--- src/rtl/mar_pkg.sv ---
// Shared definitions for the memory address register with burst engine.
//   MAR_AW      : default address width (bits)
//   MAR_BW      : default burst-length field width (bits); also sets the wrap block size
//   mar_state_e : burst engine state (IDLE, BURST)
package mar_pkg;

  localparam int MAR_AW = 15;
  localparam int MAR_BW = 4;

  typedef enum logic [0:0] {
    IDLE  = 1'b0,
    BURST = 1'b1
  } mar_state_e;

endpackage

--- src/rtl/mar_addr_inc.sv ---
// Combinational next-address generator for the burst engine.
//   addr : current address (AW bits)
//   wrap : 0 = linear increment modulo 2^AW,
//          1 = increment the low BW bits only, staying inside the aligned 2^BW block
//   next : address of the following beat (AW bits)
// BW must be smaller than AW so that an upper block-index field exists.
module mar_addr_inc
  import mar_pkg::*;
#(
  parameter int AW = MAR_AW,
  parameter int BW = MAR_BW
) (
  input  logic [AW-1:0] addr,
  input  logic          wrap,
  output logic [AW-1:0] next
);

  logic [BW-1:0] low_inc;

  always_comb begin
    low_inc = addr[BW-1:0] + BW'(1);
    next    = addr + AW'(1);
    if (wrap) begin
      next = {addr[AW-1:BW], low_inc};
    end
  end

endmodule

--- src/rtl/mar_burst.sv ---
// Memory address register with an autonomous burst engine.
//   clk, rst  : clock; synchronous active-high reset
//   in1, in2  : address sources, chosen by sel (0 = in1, 1 = in2)
//   we        : load the address register from the selected source (idle only)
//   re        : start a burst of len+1 beats (idle only); wrap picks the increment mode
//   mem_ack   : memory accepted the beat currently on out1
//   out1      : current address; valid as a beat while mem_req is high
//   mem_req   : beat request
//   busy      : burst in progress
//   done      : one-cycle pulse once the last beat has been accepted
// All outputs come straight from flops; no input reaches an output combinationally.
module mar_burst
  import mar_pkg::*;
#(
  parameter int AW = MAR_AW,
  parameter int BW = MAR_BW
) (
  input  logic          clk,
  input  logic          rst,
  input  logic [AW-1:0] in1,
  input  logic [AW-1:0] in2,
  input  logic          sel,
  input  logic          we,
  input  logic          re,
  input  logic [BW-1:0] len,
  input  logic          wrap,
  input  logic          mem_ack,
  output logic [AW-1:0] out1,
  output logic          mem_req,
  output logic          busy,
  output logic          done
);

  mar_state_e    state_q, state_d;
  logic [AW-1:0] addr_q, addr_d;
  logic [BW-1:0] cnt_q, cnt_d;
  logic          wrap_q, wrap_d;
  logic          done_q, done_d;
  logic [AW-1:0] addr_next;

  mar_addr_inc #(
    .AW (AW),
    .BW (BW)
  ) u_inc (
    .addr (addr_q),
    .wrap (wrap_q),
    .next (addr_next)
  );

  always_comb begin
    state_d = state_q;
    addr_d  = addr_q;
    cnt_d   = cnt_q;
    wrap_d  = wrap_q;
    done_d  = 1'b0;
    unique case (state_q)
      IDLE: begin
        // A simultaneous load and start makes the burst begin at the freshly
        // loaded address, since the load lands on the same edge.
        if (we) begin
          addr_d = sel ? in2 : in1;
        end
        if (re) begin
          cnt_d   = len;
          wrap_d  = wrap;
          state_d = BURST;
        end
      end
      BURST: begin
        // cnt_q holds the beats remaining after the current one; the beat
        // accepted with cnt_q == 0 is the last.
        if (mem_ack) begin
          addr_d = addr_next;
          if (cnt_q == '0) begin
            state_d = IDLE;
            done_d  = 1'b1;
          end else begin
            cnt_d = cnt_q - BW'(1);
          end
        end
      end
      default: state_d = IDLE;
    endcase
  end

  always_ff @(posedge clk) begin
    if (rst) begin
      state_q <= IDLE;
      addr_q  <= '0;
      cnt_q   <= '0;
      wrap_q  <= 1'b0;
      done_q  <= 1'b0;
    end else begin
      state_q <= state_d;
      addr_q  <= addr_d;
      cnt_q   <= cnt_d;
      wrap_q  <= wrap_d;
      done_q  <= done_d;
    end
  end

  assign out1    = addr_q;
  assign mem_req = (state_q == BURST);
  assign busy    = (state_q == BURST);
  assign done    = done_q;

endmodule

--- config.mk ---
export PLATFORM = sky130hd
export DESIGN_NAME = mar_burst
export DESIGN_NICKNAME = d
export VERILOG_FILES = /design/src/rtl/mar_pkg.sv /design/src/rtl/mar_addr_inc.sv /design/src/rtl/mar_burst.sv
export SDC_FILE = /design/constraint.sdc
export NUM_CORES = 1
export LEC_CHECK = 0
export ABC_AREA = 1
export CAP_MARGIN = 20
export CORE_AREA = 10 10 93 95
export DETAILED_ROUTE_END_ITERATION = 10
export DIE_AREA = 0 0 103 105
export DONT_BUFFER_PORTS = 1
export MAX_ROUTING_LAYER = met4
export PLACE_DENSITY = 0.37
export SLEW_MARGIN = 15
export SYNTH_ARGS = -nofsm -noshare
export SYNTH_HDL_FRONTEND = slang
export SYNTH_SLANG_ARGS = --single-unit
export TNS_END_PERCENT = 20
--- constraint.sdc ---
create_clock -name clk -period 1.39 [get_ports clk]
set_clock_uncertainty 0.1 [all_clocks]
set_input_delay 0.139 -clock clk [delete_from_list [all_inputs] [get_ports clk]]
set_output_delay 0.139 -clock clk [all_outputs]
set_load 0.03 [all_outputs]
---- Word-level counts from Yosys, hierarchy flattened ----
Index checks and enable logic that the tools add are counted.
storage, ports and cells
  bits in registers ....................... 22
  bits of input ports ..................... 41
  output and inout bits ................... 18
  logic and storage cells ................. 36
operators by class
  add/subtract/negate cells ............... 3
  eq/ne operators ......................... 5
  multiplexer cells ....................... 14
  bitwise gates (word level) .............. 2
  reductions and logical operators ........ 6
operators with widths
  operator                                           count
  two-way mux 15 bit                                 4
  one-hot mux 15 bit (2 select lines)                1
  adder 15 x 1 -> 15 bit (second input constant)     1
  two-way mux 4 bit                                  3
  != test 2 bit (second input constant)              5
  one-hot mux 4 bit (2 select lines)                 1
  AND reduction 3 bit                                2
  adder 4 x 1 -> 4 bit (second input constant)       1
  zero test 4 bit                                    1
  two-way mux 1 bit                                  4
  AND reduction 2 bit                                2
  subtractor 4 x 1 -> 4 bit (second input constant)  1
  OR reduction 3 bit                                 1
  NOT 1 bit                                          2
  one-hot mux 1 bit (2 select lines)                 1

---- Logic depth before layout (Yosys ltp) ----
  depth in word-level cells ............... 4
  gate-level depth with buffers ........... 8
  gate-level depth less buffers ........... 8

---- Modules after synthesis ----
Synthesis repeated with hierarchy kept, for this count alone.
second synthesis, totals
  cells, all modules ...................... 239
  area total of the unflattened synthesis .. 1586.5 um^2
modules (own cells, without submodules)
  module        times used  cells each  area each (um^2)  seq. area each (um^2)
  mar_burst     1           171         1196.1            440.4
  mar_addr_inc  1           68          390.4             0.0

---- Worst setup path before layout ----
No wires, ideal clock.
  path kind ............................... reg-to-reg
  start point ............................. register addr_q[1] (netlist: out1[1])
  end point ............................... register addr_q[12] (netlist: out1[12])
  library setup time ...................... 120 ps
  arrival ................................. 1357 ps
  data required time ...................... 1170 ps
  slack ................................... -186 ps
  cell stages (with the launch flop) ...... 9
  path buffers ............................ 0
  period minus slack after synthesis ...... 1576 ps
  cell sequence ........................... dfxtp_1 -> ha_1 -> nand2_2 -> nor2_2 -> nand2_1 -> inv_1 -> nand3_1 -> nand3_1 -> a21oi_1
on the way
  longest elaborated chain between the ends .. 4
ends and longest elaborated chain
  what                                 RTL line            source
  from (decl)                          mar_burst.sv:35     logic [AW-1:0] addr_q, addr_d;
  from (signal assigned)               mar_burst.sv:95     addr_q <= addr_d;
  adder 15 x 1 -> 15 bit               mar_addr_inc.sv:22  next = addr + AW'(1);
  two-way mux 15 bit                   mar_addr_inc.sv:23  if (wrap) begin
  two-way mux 15 bit                   mar_burst.sv:72     if (mem_ack) begin
  one-hot mux 15 bit (2 select lines)  mar_burst.sv:56     unique case (state_q)
No other way between the ends. The select of a mux whose other input is x is not followed.
A chain may end at the register's enable or synchronous reset.

---- Worst setup path in the final report ----
  start point ............................. register addr_q[1] (netlist: out1[1])
  end point ............................... register addr_q[4] (netlist: out1[4])
Same word-level chain as after synthesis.

==> impl_results.md <==
- Worst reg2reg path depth: 6
- Cells on Worst Hold Path: 2
- Die area: ~0.011 mm2
- Crit-path cells: ha_2 -> nand2_2 -> buf_4 -> o21a_1 -> o21ai_0 -> a31oi_1
- Row count: 30
- Critical Path End Type: register
- Initial Utilization: 0.236
- Via/cell ratio: between 4 and 5
- # port buffers: 0
- Post-DP HPWL: 4.38 mm
- Worst Slack Setup Final: 69.4 ps
- Largest net degree at the start of global routing: 23
- Tot GR Track Use: 0.105
- Post-synth cell types: 31
- Max VDD drop: between 300 and 400 uV
- Initial antenna violation count: 0
- Chip height: between 100 and 150 um
- Drt wl/cell: between 15 and 20 um
- Worst EP arrival: 1380 ps
- Antenna-violating nets left: 0
- Diode count: 0
- Most common cell after layout, fill and taps aside: o21ai_0
- CP max FO: 3
- DR iter-0 viols: ~80
- Synth Flop Type: dfxtp_1
- Multi-input logic area: slightly above 0.001 mm2
- Most frequent cells in the layout: o21ai_0, inv_1, nor2_1, nand2_1, buf_4
- Final setup fails: 0
- Area delta synth->final: 29.9%
- Grt total ovfl: 0
- Number of synthesized flops with an enable pin: 0
- Routed WL: around 5.6 mm
- Clk_lat worst skew: 270 ps
- Final net count: around 320
- Cells after Synth: ~250
- CTS tree: built
- CTS Root Cell: clkbuf_8
- Worst-Margin Slew: 320 ps
- # DRC: 0
- Max-slew headroom: 0.787
- Crit path max-delay family: flip-flops
- Fill count: between 700 and 800
- Share of layout cells above drive strength 1: 0.271
- CTS Buffer Depth: 2
- Maxcap violations: 0
- Critical Path Stages: 6
- Via count: around 1700
- Fmax: 757 MHz
- Yosys reg bits: 22
- Placer Congestion: ~0.73
- Run status: finished, final reports clean
- Slowest-stage cell, CP: dfxtp_4
- Setup TNS Final: 0 ps
- Syn. warnings: 0
- Clock transition at path regs: around 90 ps
- First-pass GRT wire length: slightly below 9 mm
- Placed inst area: between 0.0015 and 0.002 mm2
- Final core occ: 0.306
- DP Worst Slack: -2.34 ps
- CP Launch Type: register
- Fin. max-slew vios: 0
- Mean Syn Cell Area: around 6.4 um2
- Final period utilization: 0.950
- Die X: between 100 and 150 um
- TritonCTS sink count: 22
- Synthesized area: about 0.0016 mm2
- Mapped Nets: 290
- IO Pins: about 60
- Crit path kind: reg -> reg
- Power Dens Cells: 956 mW/mm2
- Vias in the first global route: 1698
- Dpl cells: between 300 and 400
- Seq/Total Area, Yosys: 0.277
- Final Cell Area: between 0.002 and 0.0025 mm2
- HP Class: in -> reg
- TritonRoute pass-1 iters: 4
- Asr flop ratio synth: 0
- Max stage delay on crit path: ~360 ps
- CTS H-Tree Depth: 1
- Crit path required time: 1450 ps
- Post-route insts no fill: 357
- RSZ-0062 raised after global routing: yes
- Min Clock Period, post-route: roughly 1300 ps
- Total power draw: roughly 2 mW
- Cell leakage power: around 0.88 nW
- Buf+Inv Stages, Crit Path: 1
- Core area: 0.00676 mm2
- Worst hold margin: 14.7 ps
- FF/Latch Area: 460 um2
- CTS buffer count: 3
- Final Hold Viols: 0
-- kinds of logic after synthesis --
family | after synthesis | share of synthesized area
simple gates | 100 | 0.294
compound gates | 77 | 0.270
buf+inv | 44 | 0.132
flops | 22 | 0.277
fa+ha+maj | 2 | 0.0157
xor+xnor | 1 | 0.00550
mux | 1 | 0.00629
-- cells in the mapped netlist, drive strengths merged (3+ instances only) --
master   n  area share
o21ai   50        0.16
nor2    37        0.11
nand2   35       0.095
inv     34       0.080
dfxtp   22        0.28
nand3   22       0.069
a21oi   16       0.053
buf      7       0.039
nand4    5       0.020
a31oi    4       0.016
o21bai   4       0.024
clkbuf   3       0.013
-- flip-flops by register name (all words and copies together) (netlist names) --
name    count
out1       15
busy        1
wrap_q      1
done        1
cnt_q       4
-- path summary, 6_finish.rpt --
path / startpoint / endpoint / slack, ps
setup / recovery: out1[1]$_SDFFE_PP0P_ / out1[4]$_SDFFE_PP0P_ / 70
hold / removal: in2[3] / out1[3]$_SDFFE_PP0P_ / 10
setup reg to reg: out1[1]$_SDFFE_PP0P_ / out1[4]$_SDFFE_PP0P_ / 70
hold reg to reg: cnt_q[3]$_SDFFE_PP0P_ / cnt_q[3]$_SDFFE_PP0P_ / 400
-- where the power goes --
| part | total, mW | switching (mW) | leakage, nW | internal (mW) |
|---|---|---|---|---|
| combinational | 0.695 | 0.416 | 0.662 | 0.279 |
| clock | 0.488 | 0.235 | 0.0288 | 0.253 |
| sequential | 0.794 | 0.0881 | 0.186 | 0.706 |
-- layout make-up --
| class | count | area share |
|---|---|---|
| sequential | 22 | 0.223 |
| clock buffer | 4 | 0.0266 |
| tap | 80 | 0.0484 |
| inverter | 34 | 0.0630 |
| timing repair buffer | 36 | 0.150 |
| multi-input combinational | 181 | 0.490 |
-- what timing repair did --
item / in CTS / in global routing
buffers inserted: 0 / 0
setup endpoints to repair: 3 / 13
hold endpoints to repair: 7 / 0
hold buffers: 6 / 0
pin swaps: 0 / 2
resized for setup: 3 / 28
-- per-layer routing --
| metal | wire, um | track usage |
|---|---|---|
| met5 | 0 | - |
| met3 | 308 | 0.0277 |
| met1 | 2570 | 0.128 |
| met4 | 19 | 0.0149 |
| met2 | 2730 | 0.170 |
Power figures use the tool's default switching activity.
